**src/rtl/regfile_operand_fetch_pkg.sv**
```systemverilog
// Shared widths, FSM encoding and address-match helper for the operand fetch controller.
package regfile_operand_fetch_pkg;

   localparam int DATA_W = 8;
   localparam int ADDR_W = 2;

   typedef logic [1:0] state_t;

   localparam state_t ST_IDLE = 2'd0;
   localparam state_t ST_WAIT = 2'd1;
   localparam state_t ST_HOLD = 2'd2;

   function automatic logic addr_hit(input logic valid, input logic [ADDR_W-1:0] a,
                                     input logic [ADDR_W-1:0] b);
      return valid && (a == b);
   endfunction

endpackage

```
**src/rtl/regfile_operand_fetch_if.sv**
```systemverilog
// Bundle of request, operand, writeback and register-file signals around the fetch controller.
interface regfile_operand_fetch_if #(
   parameter int DATA_W = regfile_operand_fetch_pkg::DATA_W,
   parameter int ADDR_W = regfile_operand_fetch_pkg::ADDR_W
);

   logic              req_valid;
   logic              req_ready;
   logic [ADDR_W-1:0] req_rs;
   logic [ADDR_W-1:0] req_rt;

   logic              op_valid;
   logic              op_ready;
   logic [DATA_W-1:0] op_a;
   logic [DATA_W-1:0] op_b;

   logic              wb_valid;
   logic [ADDR_W-1:0] wb_addr;
   logic [DATA_W-1:0] wb_data;

   logic              rf_write_enable;
   logic [ADDR_W-1:0] rf_write_addr;
   logic [DATA_W-1:0] rf_write_data;
   logic [ADDR_W-1:0] rf_read_addr1;
   logic [ADDR_W-1:0] rf_read_addr2;
   logic [DATA_W-1:0] rf_read_data1;
   logic [DATA_W-1:0] rf_read_data2;

   // The controller is the slave; the master side is the requester plus the register file.
   modport slave (
      input  req_valid, req_rs, req_rt, op_ready,
      input  wb_valid, wb_addr, wb_data,
      input  rf_read_data1, rf_read_data2,
      output req_ready, op_valid, op_a, op_b,
      output rf_write_enable, rf_write_addr, rf_write_data,
      output rf_read_addr1, rf_read_addr2
   );

   modport master (
      output req_valid, req_rs, req_rt, op_ready,
      output wb_valid, wb_addr, wb_data,
      output rf_read_data1, rf_read_data2,
      input  req_ready, op_valid, op_a, op_b,
      input  rf_write_enable, rf_write_addr, rf_write_data,
      input  rf_read_addr1, rf_read_addr2
   );

endinterface

```
**src/rtl/regfile_operand_fetch_operand_bypass_mux.sv**
```systemverilog
// Per-operand bypass: remembers a writeback seen at the accept edge and picks the freshest value at capture.
module operand_bypass_mux #(
   parameter int DATA_W = regfile_operand_fetch_pkg::DATA_W,
   parameter int ADDR_W = regfile_operand_fetch_pkg::ADDR_W
) (
   input  logic              clk,
   input  logic              rst_n,
   input  logic              accept_i,
   input  logic [ADDR_W-1:0] acc_addr_i,
   input  logic [ADDR_W-1:0] cap_addr_i,
   input  logic              wb_valid_i,
   input  logic [ADDR_W-1:0] wb_addr_i,
   input  logic [DATA_W-1:0] wb_data_i,
   input  logic [DATA_W-1:0] rf_data_i,
   output logic [DATA_W-1:0] operand_o
);

   import regfile_operand_fetch_pkg::*;

   logic              byp_flag_q, byp_flag_d;
   logic [DATA_W-1:0] byp_data_q, byp_data_d;

   // The register file reads the pre-write value when a write lands on the accept edge.
   always_comb begin
      byp_flag_d = byp_flag_q;
      byp_data_d = byp_data_q;
      if (accept_i) begin
         byp_flag_d = addr_hit(wb_valid_i, wb_addr_i, acc_addr_i);
         byp_data_d = wb_data_i;
      end
   end

   always_ff @(posedge clk or negedge rst_n) begin
      if (!rst_n) begin
         byp_flag_q <= 1'b0;
         byp_data_q <= '0;
      end else begin
         byp_flag_q <= byp_flag_d;
         byp_data_q <= byp_data_d;
      end
   end

   always_comb begin
      operand_o = rf_data_i;
      if (addr_hit(wb_valid_i, wb_addr_i, cap_addr_i)) begin
         operand_o = wb_data_i;
      end else if (byp_flag_q) begin
         operand_o = byp_data_q;
      end
   end

endmodule

```
**src/rtl/regfile_operand_fetch.sv**
```systemverilog
// Operand fetch controller: drives register-file reads, hides the one-cycle read latency and bypasses writebacks.
module regfile_operand_fetch #(
   parameter int DATA_W = regfile_operand_fetch_pkg::DATA_W,
   parameter int ADDR_W = regfile_operand_fetch_pkg::ADDR_W
) (
   input logic                    clk,
   input logic                    rst_n,
   regfile_operand_fetch_if.slave bus
);

   import regfile_operand_fetch_pkg::*;

   state_t            state_q, state_d;
   logic [ADDR_W-1:0] rs_q, rs_d, rt_q, rt_d;
   logic [DATA_W-1:0] op_a_q, op_a_d, op_b_q, op_b_d;
   logic [DATA_W-1:0] sel_a, sel_b;
   logic              pass_addr;
   logic              accept;
   logic              capture;

   assign pass_addr = (state_q == ST_IDLE) || ((state_q == ST_HOLD) && bus.op_ready);
   assign accept    = bus.req_valid && pass_addr;
   assign capture   = (state_q == ST_WAIT);

   assign bus.req_ready = pass_addr;
   assign bus.op_valid  = (state_q == ST_HOLD);
   assign bus.op_a      = op_a_q;
   assign bus.op_b      = op_b_q;

   assign bus.rf_write_enable = bus.wb_valid;
   assign bus.rf_write_addr   = bus.wb_addr;
   assign bus.rf_write_data   = bus.wb_data;

   // Present new addresses early whenever an accept can happen this cycle.
   assign bus.rf_read_addr1 = pass_addr ? bus.req_rs : rs_q;
   assign bus.rf_read_addr2 = pass_addr ? bus.req_rt : rt_q;

   always_comb begin
      state_d = state_q;
      case (state_q)
         ST_IDLE: if (bus.req_valid) state_d = ST_WAIT;
         ST_WAIT: state_d = ST_HOLD;
         ST_HOLD: if (bus.op_ready) state_d = bus.req_valid ? ST_WAIT : ST_IDLE;
         default: state_d = ST_IDLE;
      endcase
   end

   always_comb begin
      rs_d   = accept  ? bus.req_rs : rs_q;
      rt_d   = accept  ? bus.req_rt : rt_q;
      op_a_d = capture ? sel_a      : op_a_q;
      op_b_d = capture ? sel_b      : op_b_q;
   end

   always_ff @(posedge clk or negedge rst_n) begin
      if (!rst_n) begin
         state_q <= ST_IDLE;
         rs_q    <= '0;
         rt_q    <= '0;
         op_a_q  <= '0;
         op_b_q  <= '0;
      end else begin
         state_q <= state_d;
         rs_q    <= rs_d;
         rt_q    <= rt_d;
         op_a_q  <= op_a_d;
         op_b_q  <= op_b_d;
      end
   end

   operand_bypass_mux #(.DATA_W(DATA_W), .ADDR_W(ADDR_W)) u_bypass_a (
      .clk        (clk),
      .rst_n      (rst_n),
      .accept_i   (accept),
      .acc_addr_i (bus.req_rs),
      .cap_addr_i (rs_q),
      .wb_valid_i (bus.wb_valid),
      .wb_addr_i  (bus.wb_addr),
      .wb_data_i  (bus.wb_data),
      .rf_data_i  (bus.rf_read_data1),
      .operand_o  (sel_a)
   );

   operand_bypass_mux #(.DATA_W(DATA_W), .ADDR_W(ADDR_W)) u_bypass_b (
      .clk        (clk),
      .rst_n      (rst_n),
      .accept_i   (accept),
      .acc_addr_i (bus.req_rt),
      .cap_addr_i (rt_q),
      .wb_valid_i (bus.wb_valid),
      .wb_addr_i  (bus.wb_addr),
      .wb_data_i  (bus.wb_data),
      .rf_data_i  (bus.rf_read_data2),
      .operand_o  (sel_b)
   );

endmodule
```
**src/flat_wrapper.sv**
```systemverilog
// flat-port wrapper written by rule: the top's interface ports become plain ports
module regfile_operand_fetch_flat import regfile_operand_fetch_pkg::*;
#(
   parameter int DATA_W = regfile_operand_fetch_pkg::DATA_W,
   parameter int ADDR_W = regfile_operand_fetch_pkg::ADDR_W
)
  (clk, rst_n, bus_req_valid, bus_req_rs, bus_req_rt, bus_op_ready, bus_wb_valid, bus_wb_addr, bus_wb_data, bus_rf_read_data1, bus_rf_read_data2, bus_req_ready, bus_op_valid, bus_op_a, bus_op_b, bus_rf_write_enable, bus_rf_write_addr, bus_rf_write_data, bus_rf_read_addr1, bus_rf_read_addr2);
  regfile_operand_fetch_if #(.DATA_W(DATA_W), .ADDR_W(ADDR_W)) bus_i ();
  input logic clk;
  input logic rst_n;
  input wire logic [$bits(bus_i.req_valid)-1:0] bus_req_valid;
  input wire logic [$bits(bus_i.req_rs)-1:0] bus_req_rs;
  input wire logic [$bits(bus_i.req_rt)-1:0] bus_req_rt;
  input wire logic [$bits(bus_i.op_ready)-1:0] bus_op_ready;
  input wire logic [$bits(bus_i.wb_valid)-1:0] bus_wb_valid;
  input wire logic [$bits(bus_i.wb_addr)-1:0] bus_wb_addr;
  input wire logic [$bits(bus_i.wb_data)-1:0] bus_wb_data;
  input wire logic [$bits(bus_i.rf_read_data1)-1:0] bus_rf_read_data1;
  input wire logic [$bits(bus_i.rf_read_data2)-1:0] bus_rf_read_data2;
  output wire logic [$bits(bus_i.req_ready)-1:0] bus_req_ready;
  output wire logic [$bits(bus_i.op_valid)-1:0] bus_op_valid;
  output wire logic [$bits(bus_i.op_a)-1:0] bus_op_a;
  output wire logic [$bits(bus_i.op_b)-1:0] bus_op_b;
  output wire logic [$bits(bus_i.rf_write_enable)-1:0] bus_rf_write_enable;
  output wire logic [$bits(bus_i.rf_write_addr)-1:0] bus_rf_write_addr;
  output wire logic [$bits(bus_i.rf_write_data)-1:0] bus_rf_write_data;
  output wire logic [$bits(bus_i.rf_read_addr1)-1:0] bus_rf_read_addr1;
  output wire logic [$bits(bus_i.rf_read_addr2)-1:0] bus_rf_read_addr2;
  assign bus_i.req_valid = bus_req_valid;
  assign bus_i.req_rs = bus_req_rs;
  assign bus_i.req_rt = bus_req_rt;
  assign bus_i.op_ready = bus_op_ready;
  assign bus_i.wb_valid = bus_wb_valid;
  assign bus_i.wb_addr = bus_wb_addr;
  assign bus_i.wb_data = bus_wb_data;
  assign bus_i.rf_read_data1 = bus_rf_read_data1;
  assign bus_i.rf_read_data2 = bus_rf_read_data2;
  assign bus_req_ready = bus_i.req_ready;
  assign bus_op_valid = bus_i.op_valid;
  assign bus_op_a = bus_i.op_a;
  assign bus_op_b = bus_i.op_b;
  assign bus_rf_write_enable = bus_i.rf_write_enable;
  assign bus_rf_write_addr = bus_i.rf_write_addr;
  assign bus_rf_write_data = bus_i.rf_write_data;
  assign bus_rf_read_addr1 = bus_i.rf_read_addr1;
  assign bus_rf_read_addr2 = bus_i.rf_read_addr2;
  regfile_operand_fetch #(.DATA_W(DATA_W), .ADDR_W(ADDR_W)) u_core (.clk(clk), .rst_n(rst_n), .bus(bus_i));
endmodule
```
**config.mk**
```make
export PLATFORM = sky130hd
export DESIGN_NAME = regfile_operand_fetch_flat
export DESIGN_NICKNAME = d
export VERILOG_FILES = /design/src/rtl/regfile_operand_fetch_pkg.sv /design/src/rtl/regfile_operand_fetch_if.sv /design/src/rtl/regfile_operand_fetch_operand_bypass_mux.sv /design/src/rtl/regfile_operand_fetch.sv /design/src/flat_wrapper.sv
export SDC_FILE = /design/constraint.sdc
export NUM_CORES = 1
export LEC_CHECK = 0
export CORE_MARGIN = 4
export CORE_UTILIZATION = 25
export CTS_CLUSTER_DIAMETER = 50
export DETAILED_ROUTE_END_ITERATION = 10
export SKIP_LAST_GASP = 1
export SYNTH_ARGS = -nofsm -noshare
export SYNTH_HDL_FRONTEND = slang
export SYNTH_SLANG_ARGS = --single-unit
```
**constraint.sdc**
```tcl
create_clock -name clk -period 2.7 [get_ports clk]
set_input_delay 0.675 -clock clk [delete_from_list [all_inputs] [get_ports clk]]
set_output_delay 0.675 -clock clk [all_outputs]
set_load 0.02 [all_outputs]
```
==> summary.md <==
| Metric | Value |
|---|---|
| Outcome | `finished, final reports clean` |
| Dominant combinational cell family by area after synthesis | `multiplexers` |
| Highest-delay cell along the critical path | `clkdlybuf4s50_1` |
| Type of origin of the critical path | `primary input` |
| Commonest non-fill, non-tap cell in the layout | `clkdlybuf4s50_1` |
| Die Footprint | `9940 um^2` |
| Area overhead of the layout relative to synthesis | `41.0%` |
| Number of synthesized register bits | `32` |
| Final Hold Violating Endpoints | `0` |
| Post-synth top area share | `0.381` |
| Launch instance of the worst register-to-register path | `u_core.rs_q[0]` |
| Post-synthesis mux area share | `0.198` |
| Part of the cycle the worst path needs | `0.933` |
| Adder and majority gate portion of the synthesized area | `0` |
| Power density relative to cell area | `822 nW/um^2` |
| Synthesized cell area | `2100 um^2` |
| Share of layout cells above drive strength 1 | `0.337` |
| Clock buffer depth | `2` |
| CP Capture Type | `output pin` |
| RePlAce Congestion | `0.751` |
| Number of design-rule violations left by the first detailed-router iteration | `68` |
| Vias in the first global route | `1657` |
| Hold Path Origin | `u_core.bus.op_a[1]` |
| Standard cell core area | `8220 um^2` |
| Avg WL per Cell | `between 15 and 20 um` |
| Number of detailed-route iterations in the first pass | `4` |
| Clock period minus worst slack | `roughly 2.5 ns` |
| Standard-cell rows | `33` |
| Number of buffers added on ports | `67` |
| Initial Utilization | `0.256` |
| Cell depth of the worst flop-to-flop path | `3` |
| Net total in the final layout | `280` |
| Reg-to-Reg End | `u_core.bus.op_a[7]` |
| Arrival time at the worst endpoint | `about 1.9 ns` |
| Synthesized netlist cell count | `181` |
| Antenna-violating nets left | `0` |
| Post-CTS Setup Inserts | `0` |
| Insertion delay to the later sink of the worst-skew pair | `slightly below 0.3 ns` |
| Worst-path cell chain | `clkdlybuf4s50_1 > clkdlybuf4s50_1` |
| Num CTS Buffers | `5` |
| Synthesized-area fraction occupied by and/or/nand/nor cells | `0.124` |
| Number of maximum-capacitance constraint violations | `0` |
| Worst Path Max Fanout | `3` |
| DRC viols | `0` |
| Dominant cell type by count on the critical path | `clkdlybuf4s50_1` |
| Flop-to-flop setup slack | `1.19 ns` |
| Buffer and inverter count on the worst path | `2` |
| Worst min-delay path class | `register to register` |
| Worst Clk Skew | `0.00713 ns` |
| Nets in the synthesized netlist | `216` |
| Clock transition at the register clock pins on the worst setup and hold paths after CTS | `0.06 ns` |
| Worst hold endpoint | `u_core.bus.op_a[1]` |
| Standby leakage power | `between 1 and 1.5 nW` |
| Top area cells in the synthesized netlist | `dfrtp_1, mux2_2, o31ai_2` |
| Global-route usage over all layers | `0.116` |
| Data required time at the worst endpoint | `2.03 ns` |
| WL met3 | `415 um` |
| # H-tree levels | `2` |
| Worst supply voltage drop on vdd | `0.000210 V` |
| Register area share after synthesis | `0.381` |
| RSZ-0062 raised after global routing | `no` |
| Commonest cells after routing, fill and taps aside | `clkdlybuf4s50_1, dfrtp_1, mux2_2` |
| Timing-limited maximum frequency | `just under 0.4 GHz` |
| Hold Path Depth | `2` |
| Largest net degree at the start of global routing | `34` |
| Wire length on met1 | `2590 um` |
| Startpoint-to-endpoint class of the critical path | `primary input to output pin` |
| Initial antenna violation count | `0` |
| Worst slew pin tran | `roughly 0.56 ns` |
| Pre-CTS setup slack | `-0.354 ns` |
| Largest stage delay on the critical path | `0.63 ns` |
| Antenna fix cells | `0` |
| Final-report max-slew violation count | `0` |
| CP top delay family | `buffers and inverters` |
| Via density per instance | `4.64` |
| Die outline width | `around 100 um` |
| Total half-perimeter wirelength after legalization and detailed placement | `about 4100 um` |
| Final worst slack | `0.180 ns` |
| Clock net sink count | `32` |
| Slew headroom | `0.625` |
| Routed length on met2 | `approximately 2700 um` |
| Congestion Overflow GR | `0` |
| Root Buffer | `clkbuf_8` |
| Global-route wire length before repair | `8850 um` |
| Total of endpoints with negative setup slack in the final report | `0` |
| Largest area contributor in the synthesized netlist | `dfrtp_1` |
| Synth Area per Inst | `11.6 um^2` |
| XOR/XNOR Fraction of Synth Area | `0.0786` |
| Die height | `99.7 um` |
| Number of top-level pins | `68` |
| Via count of the routed design | `1628` |
| Synthesized-area fraction occupied by ao, oa, aoi and oai cells | `0.145` |
| Final wirelength | `about 5800 um` |
| Count of yosys warnings during synthesis | `0` |
| Top sig layer | `met4` |
| TritonCTS clock tree | `done` |
| Final hold slack | `0.487 ns` |
| Number of distinct library cell variants in the gate-level netlist after synthesis | `23` |
cell type report:
cell class                 instances  area, um^2
clock inverter                     2        35.0
clock buffer                       6        72.6
tap                              105         131
fill                             841        5250
timing repair buffer              79         776
multi-input combinational        127        1150
sequential                        32         801
cells by family after synthesis:
| kind of cell | Yosys count |
|---|---|
| compound gates | 33 |
| buf+inv | 22 |
| simple gates | 48 |
| mux | 34 |
| flops | 32 |
| xor+xnor | 12 |
state kept, by name (all words and copies together), names as in the netlist:
name,cells
u_core.bus.op_a,8
u_core.bus.op_b,8
u_core.rs_q,2
u_core.rt_q,2
u_core.state_q,2
u_core.u_bypass_a.byp_data_q,8
u_core.u_bypass_a.byp_flag_q,1
u_core.u_bypass_b.byp_flag_q,1
what timing repair did:
action	in CTS	in global routing
hold buffers	0	0
gates resized for setup	14	0
endpoints found under the setup margin	5	0
where the power goes:
| part | internal, mW | switching, mW | total (mW) |
|---|---|---|---|
| clock | 0.274 | 0.183 | 0.457 |
| combinational | 0.593 | 0.584 | 1.18 |
| sequential | 0.653 | 0.150 | 0.802 |
how the worst max path moves through the flow:
stage	startpoint	endpoint	slack [ns]	cells after the start
after floorplan	bus_op_ready	bus_rf_read_addr1[0]	0.41	3
after global placement	bus_op_ready	bus_rf_read_addr1[1]	-0.38	6
after detailed placement	bus_op_ready	bus_rf_read_addr1[1]	-0.35	6
after CTS	bus_wb_data[6]	bus_rf_write_data[6]	0.18	2
after global routing	bus_op_ready	bus_rf_read_addr1[0]	0.12	6
final	bus_wb_data[5]	bus_rf_write_data[5]	0.18	2
stage by stage:
step / util / cells / power, mW / cell area, um^2 / TNS [ns]
2_1_floorplan: - / 181 / 1.50 / 2100 / 0
3_3_place_gp: 0.347 / 343 / 1.99 / 2850 / -1.64
3_5_place_dp: 0.347 / 343 / 2.01 / 2850 / -1.50
4_1_cts: 0.361 / 351 / 2.47 / 2960 / 0
5_1_grt: 0.361 / 351 / 2.56 / 2960 / 0
6_report: 0.361 / 351 / 2.44 / 2960 / 0
layer usage:
| layer | GRT usage | up-vias |
|---|---|---|
| li1 | - | 768 |
| met1 | 0.151 | 789 |
| met2 | 0.184 | 63 |
| met3 | 0.0351 | 8 |
| met4 | 0.0378 | 0 |
| met5 | 0 | - |
cell usage after synthesis (all sizes together):
cell,number
nor3b,1
nand2,16
xnor2,8
or2b,2
a31oi,16
nor2b,2
nor3,16
buf,20
nor2,1
o31ai,16
dfrtp,32
mux2,34
nand2b,8
xor2,4
and3,2
o21ai,1
clkbuf,2
No activity file was read; power rests on OpenSTA's default activity.
